--- src/rtl/logic_unit_probe.sv ---
// -----------------------------------------------------------------------------
// logic_unit_probe
//
// Sequential truth-table probe for a 2-input OR/NOR unit steered by a select
// line. On start it walks {a,b} through 00,01,10,11 with the latched select
// held on sel_out. Each vector is sampled SETTLE idle cycles after it is
// driven. The four samples form a truth table, which is classified as a named
// 2-input function and compared against the function the select should give.
//
// Parameters:
//   SETTLE     idle cycles between driving a vector and sampling y_in (0..15)
//
// Ports:
//   clk        rising-edge clock
//   rst        asynchronous active-high reset
//   start      probe request, accepted only when idle
//   sel_in     select value, latched when start is accepted
//   a_out      registered operand A to the unit
//   b_out      registered operand B to the unit
//   sel_out    registered select to the unit
//   y_in       unit output, combinational from a_out/b_out/sel_out
//   busy       high while a probe is in progress
//   done       one-cycle pulse when tt/func/match are valid
//   tt[3:0]    truth table, tt[{a,b}] = sampled y
//   func[2:0]  0 OTHER, 1 OR, 2 NOR, 3 AND, 4 NAND, 5 XOR, 6 XNOR, 7 CONST
//   match      func equals the expected function (sel=0: OR, sel=1: NOR)
//   err_count  (only with LOGIC_UNIT_PROBE_ERRCNT_EN) saturating count of
//              completed probes with match=0
//
// Optional feature macro: LOGIC_UNIT_PROBE_ERRCNT_EN
// -----------------------------------------------------------------------------
module logic_unit_probe #(
    parameter int SETTLE = 1
) (
    input  logic       clk,
    input  logic       rst,
    input  logic       start,
    input  logic       sel_in,
    output logic       a_out,
    output logic       b_out,
    output logic       sel_out,
    input  logic       y_in,
    output logic       busy,
    output logic       done,
    output logic [3:0] tt,
    output logic [2:0] func,
    output logic       match
`ifdef LOGIC_UNIT_PROBE_ERRCNT_EN
    ,
    output logic [7:0] err_count
`endif
);

    localparam logic [3:0] SETTLE_CNT = 4'(SETTLE);

    localparam logic [2:0] FN_OTHER = 3'd0;
    localparam logic [2:0] FN_OR    = 3'd1;
    localparam logic [2:0] FN_NOR   = 3'd2;
    localparam logic [2:0] FN_AND   = 3'd3;
    localparam logic [2:0] FN_NAND  = 3'd4;
    localparam logic [2:0] FN_XOR   = 3'd5;
    localparam logic [2:0] FN_XNOR  = 3'd6;
    localparam logic [2:0] FN_CONST = 3'd7;

    // ST_NEXT is never occupied: its work is done on the sampling edge.
    typedef enum logic [1:0] {
        ST_IDLE,
        ST_SETTLE,
        ST_NEXT,
        ST_FINISH
    } state_t;

    function automatic logic [2:0] classify(input logic [3:0] t);
        case (t)
            4'b1110:          return FN_OR;
            4'b0001:          return FN_NOR;
            4'b1000:          return FN_AND;
            4'b0111:          return FN_NAND;
            4'b0110:          return FN_XOR;
            4'b1001:          return FN_XNOR;
            4'b0000, 4'b1111: return FN_CONST;
            default:          return FN_OTHER;
        endcase
    endfunction

    state_t     r_state, w_state;
    logic [1:0] r_idx,   w_idx;
    logic [3:0] r_cnt,   w_cnt;
    logic       r_sel,   w_sel;
    logic [3:0] r_table, w_table;
    logic       r_a,     w_a;
    logic       r_b,     w_b;
    logic       r_sel_o, w_sel_o;
    logic       r_busy,  w_busy;
    logic       r_done,  w_done;
    logic [3:0] r_tt,    w_tt;
    logic [2:0] r_func,  w_func;
    logic       r_match, w_match;
    logic [2:0] w_class;
    logic [2:0] w_expect;
`ifdef LOGIC_UNIT_PROBE_ERRCNT_EN
    logic [7:0] r_err,   w_err;
`endif

    assign w_class  = classify(r_table);
    assign w_expect = r_sel ? FN_NOR : FN_OR;

    // NOTE: every variable gets a default at the top of the block so that no
    // path leaves it unassigned, which would otherwise infer a latch.
    always_comb begin
        w_state = r_state;
        w_idx   = r_idx;
        w_cnt   = r_cnt;
        w_sel   = r_sel;
        w_table = r_table;
        w_a     = r_a;
        w_b     = r_b;
        w_sel_o = r_sel_o;
        w_busy  = r_busy;
        w_done  = 1'b0;
        w_tt    = r_tt;
        w_func  = r_func;
        w_match = r_match;
`ifdef LOGIC_UNIT_PROBE_ERRCNT_EN
        w_err   = r_err;
`endif

        case (r_state)
            ST_IDLE: begin
                if (start) begin
                    w_sel   = sel_in;
                    w_sel_o = sel_in;
                    w_a     = 1'b0;
                    w_b     = 1'b0;
                    w_idx   = 2'd0;
                    w_cnt   = 4'd0;
                    w_busy  = 1'b1;
                    w_state = ST_SETTLE;
                end
            end

            ST_SETTLE: begin
                if (r_cnt < SETTLE_CNT) begin
                    w_cnt = r_cnt + 4'd1;
                end else begin
                    w_table[r_idx] = y_in;
                    // Advance to the next vector on the same edge as the sample.
                    if (r_idx == 2'd3) begin
                        w_state = ST_FINISH;
                    end else begin
                        w_idx      = r_idx + 2'd1;
                        {w_a, w_b} = r_idx + 2'd1;
                        w_cnt      = 4'd0;
                    end
                end
            end

            ST_FINISH: begin
                w_tt    = r_table;
                w_func  = w_class;
                w_match = (w_class == w_expect);
                w_done  = 1'b1;
                w_busy  = 1'b0;
                w_a     = 1'b0;
                w_b     = 1'b0;
                w_sel_o = 1'b0;
                w_state = ST_IDLE;
`ifdef LOGIC_UNIT_PROBE_ERRCNT_EN
                if (w_class != w_expect && r_err != 8'hFF) begin
                    w_err = r_err + 8'd1;
                end
`endif
            end

            default: w_state = ST_IDLE;
        endcase
    end

    // NOTE: sequential state uses non-blocking assignments so every register
    // samples the pre-edge values, independent of statement order.
    always_ff @(posedge clk or posedge rst) begin
        if (rst) begin
            r_state <= ST_IDLE;
            r_idx   <= 2'd0;
            r_cnt   <= 4'd0;
            r_sel   <= 1'b0;
            r_table <= 4'd0;
            r_a     <= 1'b0;
            r_b     <= 1'b0;
            r_sel_o <= 1'b0;
            r_busy  <= 1'b0;
            r_done  <= 1'b0;
            r_tt    <= 4'd0;
            r_func  <= FN_OTHER;
            r_match <= 1'b0;
`ifdef LOGIC_UNIT_PROBE_ERRCNT_EN
            r_err   <= 8'd0;
`endif
        end else begin
            r_state <= w_state;
            r_idx   <= w_idx;
            r_cnt   <= w_cnt;
            r_sel   <= w_sel;
            r_table <= w_table;
            r_a     <= w_a;
            r_b     <= w_b;
            r_sel_o <= w_sel_o;
            r_busy  <= w_busy;
            r_done  <= w_done;
            r_tt    <= w_tt;
            r_func  <= w_func;
            r_match <= w_match;
`ifdef LOGIC_UNIT_PROBE_ERRCNT_EN
            r_err   <= w_err;
`endif
        end
    end

    assign a_out   = r_a;
    assign b_out   = r_b;
    assign sel_out = r_sel_o;
    assign busy    = r_busy;
    assign done    = r_done;
    assign tt      = r_tt;
    assign func    = r_func;
    assign match   = r_match;
`ifdef LOGIC_UNIT_PROBE_ERRCNT_EN
    assign err_count = r_err;
`endif

endmodule
--- config.mk ---
export PLATFORM = sky130hd
export DESIGN_NAME = logic_unit_probe
export DESIGN_NICKNAME = d
export VERILOG_FILES = /design/src/rtl/logic_unit_probe.sv
export SDC_FILE = /design/constraint.sdc
export NUM_CORES = 1
export LEC_CHECK = 0
export ABC_AREA = 1
export CAP_MARGIN = 10
export CORE_AREA = 10 10 62 64
export CTS_CLUSTER_DIAMETER = 60
export DETAILED_ROUTE_END_ITERATION = 8
export DIE_AREA = 0 0 72 74
export MAX_ROUTING_LAYER = met4
export PLACE_DENSITY_LB_ADDON = 0.12
export RECOVER_POWER = 100
export SLEW_MARGIN = 0
export SYNTH_ARGS = -nofsm -noshare
export SYNTH_HDL_FRONTEND = slang
export SYNTH_SLANG_ARGS = --single-unit
--- constraint.sdc ---
create_clock -name clk -period 1.46 [get_ports clk]
set_input_delay 0.146 -clock clk [delete_from_list [all_inputs] [get_ports clk]]
set_output_delay 0.146 -clock clk [all_outputs]
set_load 0.1 [all_outputs]
* Word-level counts from Yosys, hierarchy flattened
Memories as Yosys holds them, arrays and structs flattened.
Cells that the tools add are included.
** Word-level totals
- Register bits after elaboration :: 26
- Bits in read-only memories :: 48
- Input bits :: 5
- Memories kept :: 1
** Memories
- (name not given) :: depth 16, width 3, read ports 1, clocked after memory_dff 0, wr ports 0, RTL line 74 : case (t)
** Cells by class
- Add/sub/neg operators :: 2
- Order comparisons :: 3
- Eq/ne operators :: 9
- Multiplexer cells :: 28
- Bitwise logic cells :: 1
- Reduce and logical (&&, ||, !) cells :: 12
** Operators by type and width (count)
- two-way mux 2 bit :: 7
- two-way mux 4 bit :: 3
- two-way mux 1 bit :: 9
- inequality test 2 bit (second input constant) :: 4
- one-hot mux 2 bit (2 select lines) :: 2
- one-hot mux 4 bit (2 select lines) :: 1
- AND reduction 4 bit :: 2
- one-hot mux 1 bit (3 select lines) :: 2
- AND reduction 2 bit :: 3
- AND reduction 3 bit :: 2
- adder 4 x 1 -> 4 bit (second input constant) :: 1
- bitwise mux 4 bit :: 1
- == test 2 bit (second input constant) :: 2
- less-than comparator 4 x 1 -> 1 bit (second input constant) :: 1
- one-hot mux 1 bit (2 select lines) :: 2
- nonzero test 2 bit :: 2
- == test 3 x 2 -> 1 bit :: 1
- less-than comparator 2 x 3 -> 1 bit (second input constant) :: 1
- inequality test 3 bit (second input constant) :: 1
- nonzero test 3 bit :: 1
- adder 2 x 1 -> 2 bit (second input constant) :: 1
- demux 1 bit (select 2 bit) :: 1
- == test 2 x 1 -> 1 bit (second input constant) :: 1
- >= comparator 2 x 1 -> 1 bit (second input constant) :: 1
- other kinds (3) :: 3

* Depth between registers and ports, before layout
Gate-level depths: netlist (run 1).
- Depth in word-level cells :: 5
- Gate-level depth with buffers :: 10

* Worst setup path before layout (run 1)
OpenSTA, ideal clock, no wires.
- Kind :: reg2reg
- From :: register r_state[0]
- To :: register r_cnt[1]
- Setup time :: 0.117 ns
- Arrival :: 1.137 ns
- Required time :: 1.343 ns
- Path slack :: 0.206 ns
- Stages on the path, launching flop included :: 9
- Clock period less this slack :: 1.254 ns
- Path through :: dfrtp_1 -> ha_1 -> buf_6 -> nor2_1 -> nor2_2 -> nand2_2 -> inv_2 -> nand3_2 -> o21ai_2
** Between the ends
- Cells in the longest elaborated chain, start to end :: 3
- Elaborated cells between the ends (all ways) :: 7
- Classes of those cells :: eq/ne (3); mux (1); reduce/logical (3)
** Ends and longest elaborated chain
- start: declaration :: RTL line 86 : state_t r_state, w_state;
- start signal: assignment :: RTL line 200 : r_state <= w_state;
- == test 2 x 1 -> 1 bit / logical NOT 2 bit (equally long branches) :: RTL line 128 : case (r_state)
- inequality test 3 bit (no source line), or another cell as far along
- AND reduction 3 bit (no source line)
- end signal: assignment :: RTL line 202 : r_cnt <= w_cnt;
- end: declaration :: RTL line 88 : logic [3:0] r_cnt, w_cnt;
Parallel ways exist; a longest one is shown, timed or not.
A chain may end at the register's enable or synchronous reset.

* Worst setup path in the final report (run 1)
- From :: register r_state[0]
- To :: register r_idx[0]
** Between the ends
- Cells in the longest elaborated chain, start to end :: 3
- Elaborated cells between the ends (all ways) :: 8
- Classes of those cells :: eq/ne (4); mux (1); reduce/logical (3)
** Ends and longest elaborated chain
- == test 2 x 1 -> 1 bit / logical NOT 2 bit (equally long branches) :: RTL line 128
- inequality test 2 bit (no source line) / nonzero test 2 bit (equally long branches)
- AND reduction 4 bit (no source line)
- end signal: assignment :: RTL line 201 : r_idx <= w_idx;
- end: declaration :: RTL line 87 : logic [1:0] r_idx, w_idx;
Parallel ways exist; a longest one is shown, timed or not.

==> results of run 1 <==
[timing repair]
action,in CTS,in global routing
setup buffers,0,3
pin swaps,0,1
gates resized for setup,1,2
cloned,0,0
endpoints found under the setup margin,1,11
[final timing paths]
| check | startpoint | endpoint | depth (start not counted) |
|---|---|---|---|
| setup / recovery | r_state[0] | r_idx[0] | 8 |
| hold / removal | sel_in | sel_out | 3 |
| setup reg to reg | r_state[0] | r_idx[0] | 8 |
| hold reg to reg | a_out | a_out | 2 |
| max in group asynchronous | rst | busy | 3 |
| min in group asynchronous | rst | r_idx[1] | 3 |
[state kept, by name, summed over array words and instances, names as in the netlist]
name     count
r_cnt        4
r_table      4
tt           4
func         3
r_idx        2
r_state      2
a_out        1
b_out        1
busy         1
done         1
match        1
r_sel        1
sel_out      1
[through the flow]
step                      hold slack (ns)   util  TNS (ns)  cells
after CTS                           0.185  0.646         0    210
final                               0.391  0.583         0    213
after global placement              0.504  0.636         0    207
after floorplan                     0.186      -         0    155
after global routing                0.393  0.583   -0.0649    213
after detailed placement            0.508  0.636         0    207
[cells by family after synthesis]
| group | Yosys count |
|---|---|
| compound gates | 22 |
| fa+ha+maj | 9 |
| buf+inv | 26 |
| flops | 26 |
| simple gates | 72 |
[worst register-to-register path, cell delays in order (launching register included)]
cell and delay [ns]:
dfrtp_1 0.44, inv_1 0.08, ha_2 0.23, nand2_1 0.10, o21ai_1 0.08, nor2_2 0.12, nand2_1 0.09, nand2_1 0.07
nand2_1 0.05
[synth_stat cells, types with 2 or more instances]
library cell / number
o21ai_2: 2
inv_1: 21
ha_1: 9
o21ai_1: 5
nand2_1: 48
nand2_4: 2
dfrtp_1: 26
nand4_1: 3
nor2_1: 6
a31oi_1: 2
o21ai_0: 9
nor2_4: 2
o22ai_1: 2
nor2_2: 4
a21oi_1: 2
buf_6: 2
inv_2: 2
nand3_1: 5
[layer usage]
| layer | global-route usage | vias up |
|---|---|---|
| met5 | - | - |
| met4 | 0.0495 | 0 |
| met3 | 0.0279 | 4 |
| met2 | 0.191 | 14 |
| met1 | 0.0999 | 494 |
| li1 | - | 537 |
[final cells by class]
type                            instances  area share
Sequential cell                        26       0.419
Multi-Input combinational cell        103       0.376
Timing Repair Buffer                   26       0.107
Inverter                               24      0.0588
Tap cell                               31      0.0250
Clock buffer                            3      0.0145
==> results.md, run 1 <==
* Status: finished clean
* Core Region at 0.00266 mm2
* Count of cell types in the netlist at 21
* Cell mode on critical path: nand2_1
* Ys flop type: dfrtp_1
* Post-synthesis simple-gate area fraction at 0.250
* Area of the multi-input gates at 583 um2
* Diode count at 0
* Top routing layer in use: met4
* Commonest cells after routing, fill and taps aside: nand2_1 (48), dfrtp_1 (26), inv_1 (21)
* Clock slew at reported path FFs at approximately 0.13 ns
* Setup WS pre-CTS at ~0.023 ns
* Final instance area at around 0.0016 mm2
* Mean number of vias per cell at roughly 4.9
* Met1 wire length at 1.11 mm
* Final hold vios at 0
* Post-Synth XOR/XNOR Area at 0
* Number of synthesis warnings at 0
* Mapped Avg Cell Area at 8.60 um2
* Crit path kind: reg -> reg
* Final slew viol count at 0
* Worst relative slew slack at 0.569
* Crit path DAT at between 1.5 and 2 ns
* Share of cells above drive strength 1 at 0.225
* Synth Net Count at roughly 170
* Clock Sinks at 26
* Initial antenna violation count at 0
* Adder-Cell Fraction of Synth Area at 0.0845
* Synthesized cell area at around 0.0013 mm2
* Startpoint Class: flop
* Crit-path max FO at 6
* Routability cong. at between 0.8 and 0.9
* Area contributors post-synth: dfrtp_1 (49%), nand2_1 (14%), ha_1 (8.5%)
* Root buffer cell: clkbuf_4
* Starting Density at 0.500
* HPWL Detailed at ~2.0 mm
* Fin nets at ~200
* Largest net degree at the start of global routing at 27
* Post-synthesis mux area share at 0
* Register area share after synthesis at 0.488
* Remaining global-route overflow at 0
* H-tree depth at 1
* Placement Rows at 19
* Setup violations, final at 0
* Fill count at around 270
* PortBufs at 17
* Die X at ~70 um
* Drt first pass iters at 4
* Area Overhead vs Synth at 16.5%
* Fin Clk Skew at ~0.0015 ns
* Die Ht at around 74 um
* Top delay family on crit path: flip-flops
* Clock Path Buffers at 2
* Global-route wire length before repair at around 4.5 mm
* Actual slew at the worst max-slew pin at 0.646 ns
* Leading cell type in the layout, fill and taps excluded: nand2_1
* Post-synth EDFFs at 0
* ANT nets after route at 0
* Synth area leader: dfrtp_1
* Final WL at between 2 and 3 mm
* DR vias at 1049
* Synth Register Bits at 26
* Slowest Stage Delay on Critical Path at roughly 0.44 ns
* Compound-Gate Fraction of Synth Area at 0.0920
* CTS tree: built
* Tcrit/Tclk final at 0.926
* Area after DPL at between 0.0015 and 0.002 mm2
* Ys async rst share at 1.00
* CP required at ~1.7 ns
* DR WL met3 at just over 90 um
* Hold Crit Class: in -> reg
* R2R Setup Slk at about 0.11 ns
* Register area at ~650 um2
* Mapped Cells at roughly 160
* RSZ-0062 raised after global routing: yes
* F_max at between 700 and 800 MHz
* Vias in the first global route at between 1000 and 1500
* Detailed Route Iter0 Violations at 26
* CP Cell Sequence: inv_1 -> ha_2 -> nand2_1 -> o21ai_1 -> nor2_2 -> nand2_1 -> nand2_1 -> nand2_1
* Critical Path Sink Type: flop
* GRT Resource Usage Total at 0.104
* Hold Buf Count CTS at 0
* WL/cell at about 12 um
* Inserted Clock Buffers at 3
* Period minus WS final at 1.35 ns
* Top-Level Pins at 18
* DRC at 0
* WL met2 at roughly 1.3 mm
* Skew-Pair Late Insertion Delay at about 0.31 ns
* Buf/Inv on CP at 1
* Max cap viols at 0
* Largest family of logic cells by synthesized area: simple AND/OR/NAND/NOR gates
* Setup slack after layout at 0.108 ns
* Yosys top cell area share at 0.488
* Die ar. at about 0.0053 mm2
* Slowest stage cell, crit path: dfrtp_1
Power of run 1 is left out: the tool's default activity adds up to more than one toggle a clock period on the data nets, which glitch-free logic cannot reach.
==> run 2, diff against run 1 <==
- CELL_PAD_IN_SITES_DETAIL_PLACEMENT: not set -> 0
- CELL_PAD_IN_SITES_GLOBAL_PLACEMENT: not set -> 1
- CORE_AREA: 10 10 62 64 -> 10 10 78 80
- DIE_AREA: 0 0 72 74 -> 0 0 88 90
==> run 2 against run 1 <==
Against the previous run:
- clock-buffer cell count did not move
- critical path depth up 1
- fmax shrank 0.36%
- die area up 49%
==> results.md, run 2 (same netlist as run 1, synthesis figures left out) <==
* Worst relative slew slack at 0.567 (-0.00238)
* Largest net degree at the start of global routing at 27 (unchanged)
* Die X at 88 um (+22%)
* PortBufs at 17 (unchanged)
* TNS Setup at 0 ns (unchanged)
* R2R Setup Slk at 0.10 ns (about the same)
* DRC at 0 (unchanged)
* Crit path DAT at 1.53 ns (-0.04 ns)
* Status: finished clean
* Routability cong. at 0.744 (-12%)
* Drt first pass iters at 4 (unchanged)
* Vias in the first global route at 1101 (+3.0%)
* Register area at 652 um2 (+0.19%)
* Detailed Route Iter0 Violations at 45 (+73%)
* Fill count at 488 (+80%)
* Initial antenna violation count at 0 (unchanged)
* Clock slew at reported path FFs at 0.09 ns (-0.04 ns)
* Hold Buf Count CTS at 0 (unchanged)
* H-tree depth at 1 (unchanged)
* Crit path kind: reg -> reg
* Root buffer cell: clkbuf_8
* CP Cell Sequence: inv_1 -> ha_4 -> inv_1 -> nor2_2 -> nor2_2 -> nand2_2 -> inv_2 -> nand3_2 -> o21ai_2
* Met2 Resource Use GR at 0.123 (-0.0680)
* HPWL Detailed at 2.18 mm (+7.1%)
* Final slew viol count at 0 (unchanged)
* Clock Path Buffers at 2 (unchanged)
* Final WL at 2.82 mm (+10%)
* Tcrit/Tclk final at 0.929 (+0.00336)
* Die ar. at 0.00792 mm2 (+49%)
* Remaining global-route overflow at 0 (unchanged)
* Actual slew at the worst max-slew pin at 0.650 ns (+0.00357 ns)
* Die Ht at 90 um (+22%)
* DR vias at 1014 (-3.3%)
* Fin Clk Skew at 0.00273 ns (+0.00119 ns)
* F_max at 737 MHz (-0.36%)
* Period minus WS final at 1.36 ns (+0.00490 ns)
* Slowest stage cell, crit path: dfrtp_2
* Mean number of vias per cell at 4.37 (-11%)
* Starting Density at 0.290 (-0.211)
* Inserted Clock Buffers at 3 (unchanged)
* Critical Path Sink Type: flop
* Fin nets at 194 (-2.0%)
* ANT nets after route at 0 (unchanged)
* Placement Rows at 25 (+6)
* Met1 usage at 0.0935 (-0.00645)
* Skew-Pair Late Insertion Delay at 0.27 ns (-0.04 ns)
* WL/cell at 12.2 um (+1.4%)
* Core Region at 0.00460 mm2 (+73%)
* Crit-path max FO at 6 (unchanged)
* Share of cells above drive strength 1 at 0.225 (-0.000556)
* CTS tree: built
* Area of the multi-input gates at 597 um2 (+2.4%)
* Top Usage Layer GRT: met2
* Max cap viols at 0 (unchanged)
* Diode count at 0 (unchanged)
* Hold Crit Class: in -> reg
* Worst hold margin at 0.452 ns (+0.0611 ns)
* Setup violations, final at 0 (unchanged)
* Top-Level Pins at 18 (unchanged)
* Final hold vios at 0 (unchanged)
* Startpoint Class: flop
* Commonest cells after routing, fill and taps aside: nand2_1 (48), dfrtp_1 (25), inv_1 (20)
* Leading cell type in the layout, fill and taps excluded: nand2_1
* Clock Sinks at 26 (unchanged)
* GRT Resource Usage Total at 0.0788 (-0.0255)
* Global-route wire length before repair at 5.00 mm (+11%)
* Slowest Stage Delay on Critical Path at 0.45 ns (about the same)
* Met3 Usage GRT at 0.0199 (-0.00807)
* Area Overhead vs Synth at 19.0%
* CP required at 1.63 ns (-0.05 ns)
run 2: changes by cell type in the layout (fill, tap and decap cells not counted), sizes merged:
cell,change
clkbuf,+9
buf,-13
run 2: worst max-delay path, delay by kind of cell, from the launching register on:
| family | cells | cell delay [ns] |
|---|---|---|
| AND/OR/NAND/NOR | 4 | 0.31 |
| flip-flops | 1 | 0.45 |
| adder cells (fa/ha/maj) | 1 | 0.19 |
| buffers and inverters | 3 | 0.25 |
| AO/OA/AOI/OAI | 1 | 0.05 |
run 2: final cells by class:
type,instances,share of cell area
Clock buffer,3,0.0260
Inverter,24,0.0576
Multi-Input combinational cell,103,0.376
Sequential cell,26,0.411
Tap cell,54,0.0426
Timing Repair Buffer,22,0.0860
run 2: final timing paths:
check | startpoint | end | cells past startpoint
max in group asynchronous | rst | r_state[0] | 3
min in group asynchronous | rst | done | 3
worst min register to register | match | match | 2
worst min-delay path | sel_in | sel_out | 3
worst max register to register | r_state[0] | r_cnt[1] | 9
worst max-delay path | r_state[0] | r_cnt[1] | 9
run 2: layer usage:
metal | part of all wire | wire length, um
met5 | 0 | 0
met3 | 0.040 | 113
met4 | 0.0089 | 25
met2 | 0.49 | 1370
met1 | 0.46 | 1310
run 2: repair_timing:
item,CTS,global route
gates cloned,0,0
endpoints found under the setup margin,2,11
gates resized for setup,1,6
buffers inserted,0,0
run 2: through the flow:
step	setup WS, ns	utilization	instances	cell area (um2)
6_report	0.103	0.345	232	1590
5_1_grt	-0.0102	0.345	232	1590
4_1_cts	0.0458	0.383	232	1760
3_5_place_dp	0.00340	0.373	229	1720
3_3_place_gp	0.0682	0.373	229	1720
2_1_floorplan	0.206	-	155	1330
Power of run 2 is left out for the same reason.
